<file path="src/rtl/fir_sweep_controller.sv">
// Frequency-response sweep sequencer for the sig_gen -> FIR -> peak detector chain.
// Steps the FCW over a programmed set of points and streams (fcw, amplitude) results out.
module fir_sweep_controller #(
  parameter int SETTLE_PERIODS  = 4,
  parameter int MEASURE_PERIODS = 2,
  parameter int MAX_POINTS      = 256
) (
  input  logic               clk,
  input  logic               reset,
  input  logic               start,
  input  logic signed [15:0] fcw_start,
  input  logic signed [15:0] fcw_step,
  input  logic        [8:0]  num_points,
  input  logic               phase_wrap,
  input  logic signed [15:0] amplitude_in,
  output logic               enable,
  output logic signed [15:0] fcw,
  output logic               busy,
  output logic               res_valid,
  input  logic               res_ready,
  output logic signed [15:0] res_fcw,
  output logic signed [15:0] res_amp,
  output logic               done,
  output logic signed [15:0] best_fcw,
  output logic signed [15:0] best_amp
);

  localparam int PW = $clog2(MAX_POINTS + 1);
  localparam int MAXP = (SETTLE_PERIODS > MEASURE_PERIODS) ? SETTLE_PERIODS : MEASURE_PERIODS;
  localparam int WW = $clog2(MAXP + 1);

  typedef enum logic [2:0] {
    IDLE,
    SETTLE,
    MEASURE,
    CAPTURE,
    REPORT,
    FINISH
  } state_t;

  state_t             state;
  logic signed [15:0] step_cfg;
  logic [PW-1:0]      num_cfg;
  logic [PW-1:0]      pt_cnt;
  logic [WW-1:0]      wrap_cnt;
  logic [PW-1:0]      num_clamped;

  assign num_clamped = (32'(num_points) > MAX_POINTS) ? PW'(MAX_POINTS) : PW'(num_points);

  always_ff @(posedge clk) begin
    if (reset) begin
      state     <= IDLE;
      enable    <= 1'b0;
      fcw       <= '0;
      busy      <= 1'b0;
      res_valid <= 1'b0;
      res_fcw   <= '0;
      res_amp   <= '0;
      done      <= 1'b0;
      best_fcw  <= '0;
      best_amp  <= '0;
      step_cfg  <= '0;
      num_cfg   <= '0;
      pt_cnt    <= '0;
      wrap_cnt  <= '0;
    end else begin
      done <= 1'b0;
      case (state)
        IDLE: begin
          if (start) begin
            step_cfg <= fcw_step;
            num_cfg  <= num_clamped;
            busy     <= 1'b1;
            if (num_clamped == '0) begin
              done  <= 1'b1;
              state <= FINISH;
            end else begin
              fcw      <= fcw_start;
              enable   <= 1'b1;
              best_amp <= 16'sh8000;
              best_fcw <= fcw_start;
              wrap_cnt <= '0;
              pt_cnt   <= '0;
              state    <= SETTLE;
            end
          end
        end
        SETTLE: begin
          if (phase_wrap) begin
            if (wrap_cnt == WW'(SETTLE_PERIODS - 1)) begin
              wrap_cnt <= '0;
              state    <= MEASURE;
            end else begin
              wrap_cnt <= wrap_cnt + WW'(1);
            end
          end
        end
        MEASURE: begin
          if (phase_wrap) begin
            if (wrap_cnt == WW'(MEASURE_PERIODS - 1)) begin
              wrap_cnt <= '0;
              state    <= CAPTURE;
            end else begin
              wrap_cnt <= wrap_cnt + WW'(1);
            end
          end
        end
        // Extra cycle lets the peak detector finish its update after the last wrap.
        CAPTURE: begin
          res_amp   <= amplitude_in;
          res_fcw   <= fcw;
          res_valid <= 1'b1;
          enable    <= 1'b0;
          state     <= REPORT;
        end
        REPORT: begin
          if (res_valid && res_ready) begin
            res_valid <= 1'b0;
            if (res_amp > best_amp) begin
              best_amp <= res_amp;
              best_fcw <= res_fcw;
            end
            pt_cnt <= pt_cnt + PW'(1);
            if (pt_cnt + PW'(1) == num_cfg) begin
              done  <= 1'b1;
              state <= FINISH;
            end else begin
              fcw      <= fcw + step_cfg;
              enable   <= 1'b1;
              wrap_cnt <= '0;
              state    <= SETTLE;
            end
          end
        end
        FINISH: begin
          busy  <= 1'b0;
          state <= IDLE;
        end
        default: state <= IDLE;
      endcase
    end
  end

endmodule

</file>
<file path="config.mk">
export PLATFORM = sky130hd
export DESIGN_NAME = fir_sweep_controller
export DESIGN_NICKNAME = d
export VERILOG_FILES = /design/src/rtl/fir_sweep_controller.sv
export SDC_FILE = /design/constraint.sdc
export NUM_CORES = 1
export LEC_CHECK = 0
export ABC_AREA = 1
export CAP_MARGIN = 30
export CORE_MARGIN = 8
export CORE_UTILIZATION = 56
export DETAILED_ROUTE_END_ITERATION = 10
export GPL_TIMING_DRIVEN = 0
export PLACE_DENSITY = 0.83
export RECOVER_POWER = 100
export SLEW_MARGIN = 40
export SYNTH_ARGS = -nofsm -noshare
export SYNTH_HDL_FRONTEND = slang
export SYNTH_SLANG_ARGS = --single-unit
</file>
<file path="constraint.sdc">
create_clock -name clk -period 5.5 [get_ports clk]
set_clock_uncertainty 0.2 [all_clocks]
set_input_delay 1.1 -clock clk [delete_from_list [all_inputs] [get_ports clk]]
set_output_delay 1.1 -clock clk [all_outputs]
set_load 0.005 [all_outputs]
</file>
==> results.ini <==
[run_status]
outcome = complete, no violations

[route]
ant_nets = 0
drtIter0Drc = 640
drt-vias-per-instance = 5.41
vias = 7610
wl_per_cell_um = 16.1
drc = 0
drt_wl_total_um = 22700
drtPass1Iterations = 6

[timing]
hold_ws_ns = 0.275
finalHoldViolCount = 0
setup_viol = 0
finalCritPeriodShare = 0.650
tns_ns = 0
grt_setup_unrepaired = false
relSlewSlack = 0.522
final.min_clock_period_ns = 3.57
max_clock_freq_mhz = 280
tightest_slew_ns = 0.716
fin_ws_ns = 1.93
finalMaxSlewViolations = 0

[final_layout]
fin_cells = 1407
layout_commonest_cell = nand2_1
syn_to_final_growth_pct = 29.6
nNetsFinal = 1322
final_cell_mix = nand2_1 (262), nor2_1 (167), inv_1 (124), dfxtp_1 (124), dlygate4sd3_1 (86)
drive_gt1_frac = 0.0478
antenna_cells = 0

[global_routing]
track_usage = 0.277
grt_pass1_wl_um = 36100
antenna_found_initial = 0
grt_pass1_vias = 7294
grt_max_degree = 17
grt_overflow = 0

[clock_tree]
cts_setup_buffers = 0
cts_tree = yes
clk_latency_ns = 0.42
cts_resized = 0
ctsHoldBuffers = 0
cts_root_buffer = clkbuf_16
clock_sinks = 124
cts_inserted_buffers = 17
cts-htree-levels = 4
ctsLongestPathBuffers = 2
clkTransAtPathRegs_ns = 0.05

[placement]
dpl.hpwl_um = 16900
place_ws_ns = 2.10
numPortBuffers = 145
place_congestion = 0.952
dp_cells = 1376

[synth]
synthesis.nets = 1158
synth_edf_count = 0
syn_inst = 1059
synth_cell_type_count = 44
syn_area_um2 = 7080
synth-seq-cells = 124
async_reset_ff_frac = 0
yosys_warnings = 0
synth_top_flop_cell = dfxtp_1
ys_seq_area_frac = 0.351
avgSynthCellArea_um2 = 6.68

[floorplan]
die_area_um2 = 16500
die_x_um = 128
dieHeight_um = 128
coreArea_um2 = 12500
rows = 41
initial_utilization = 0.568
ios = 146

[critical_path]
cp_slowest_stage_delay_ns = 0.58
crit_cells = 13
ff2ff_setup_slack_ns = 2.06
setup.worst_path.start = num_points[8]
reg2reg_to = step_cfg[10]$_SDFFE_PP0P_
cp-endpoint = best_fcw[13]$_SDFFE_PP0P_
startpoint_type = input pin
path_cells = dlygate4sd3_1 > inv_1 > o21ai_0 > nand2_1 > nor2_1 > nand3_1 > nand3_1 > inv_1 > clkbuf_1 > clkbuf_1 > nand3b_1 > nand2_1 > nor2_1
end_kind = flop
path_buf_inv = 5
crit_slowest_cell = dlygate4sd3_1
crit_required_ns = 5.62
r2r_start = state[1]$_SDFFE_PP0P_
path_delay_family = buffers and inverters
r2r_cells = 10
crit_arrival_ns = 3.69
critical_path_peak_fanout = 10
critPathKind = input pin to flop

[pwr]
p_leak_nw = 4.40
ir_drop_v = 0.000240
powerDensity_nw_per_um2 = 488

[worst_hold_path]
hold_class = flop to flop
holdCritStartpoint = best_fcw[5]$_SDFFE_PP0P_

[flow_run]
drv_cap = 0

logic make-up (layout without fill, tap and decap cells):
group	after synthesis	count (layout)	share of synthesized area
adders and majority gates	37	37	0.0665
and+or+nand+nor	528	528	0.325
xor gates and xnor gates	6	6	0.00937
buffers and inverters	177	353	0.107
AOI/OAI and AO/OA	187	187	0.142
DFF	124	124	0.351
power by group:
| group | internal, mW | switching [mW] | total [mW] |
|---|---|---|---|
| clock | 0.641 | 0.400 | 1.04 |
| sequential | 1.14 | 0.178 | 1.32 |
| combinational | 0.809 | 1.31 | 2.12 |
| total | 2.59 | 1.88 | 4.47 |
area by class of cell:
type                    count  area (um^2)
multi-input cells         758         3770
repair buffers            145         1450
well taps                 172          215
plain buffers              48          213
flip-flops and latches    124         2480
clock buffers              25          515
clock inverters             6         35.0
inverters                 129          487
fillers                  1062         3300
cell usage after synthesis (5+ instances only):
library cell | instances | share of area
nand2_1 | 259 | 0.14
nor2_1 | 163 | 0.086
dfxtp_1 | 124 | 0.35
inv_1 | 122 | 0.065
a21oi_1 | 82 | 0.058
o21ai_0 | 74 | 0.052
nand3_1 | 42 | 0.030
ha_1 | 36 | 0.064
clkbuf_1 | 25 | 0.013
nand3b_1 | 19 | 0.020
nand4_1 | 15 | 0.013
buf_2 | 12 | 0.0085
a211oi_1 | 10 | 0.011
a31oi_1 | 10 | 0.0088
buf_6 | 8 | 0.013
nor2_4 | 6 | 0.0095
nand2_2 | 5 | 0.0044
nor3_1 | 5 | 0.0035
worst min-delay path by stage:
stage	depth (start not counted)	end
after floorplan	2	num_cfg[2]$_SDFFE_PP0P_
after global routing	2	num_cfg[6]$_SDFFE_PP0P_
after global placement	2	enable$_SDFFE_PP0P_
final	2	best_fcw[5]$_SDFFE_PP0P_
after detailed placement	2	enable$_SDFFE_PP0P_
after CTS	2	num_cfg[2]$_SDFFE_PP0P_
registers in the layout, summed over array words and instances (netlist names):
name,cells
best_amp,16
best_fcw,16
busy,1
done,1
enable,1
fcw,16
num_cfg,9
pt_cnt,9
res_amp,16
res_fcw,16
res_valid,1
state,3
step_cfg,16
wrap_cnt,3
worst min-delay path, delay by kind of cell, from the launching register on:
| family | cells | cell delay (ns) |
|---|---|---|
| and+or+nand+nor | 1 | 0.08 |
| AOI/OAI and AO/OA | 1 | 0.04 |
| DFF | 1 | 0.32 |
metal layers:
layer	global-route usage	routed length, um	vias up
li1	-	-	3723
met1	0.333	9340	3438
met2	0.457	10500	379
met3	0.0596	2010	70
met4	0.148	843	0
met5	0	0	-
per-stage QoR:
| stage | utilization | instance area (um^2) | total power, mW |
|---|---|---|---|
| floorplan | - | 7080 | 2.76 |
| global placement | 0.701 | 8740 | 3.52 |
| detailed placement | 0.701 | 8740 | 3.55 |
| CTS | 0.746 | 9290 | 4.62 |
| global route | 0.736 | 9170 | 4.79 |
| finish | 0.736 | 9170 | 4.47 |
Note: power is estimated with default switching activity, not from simulation.
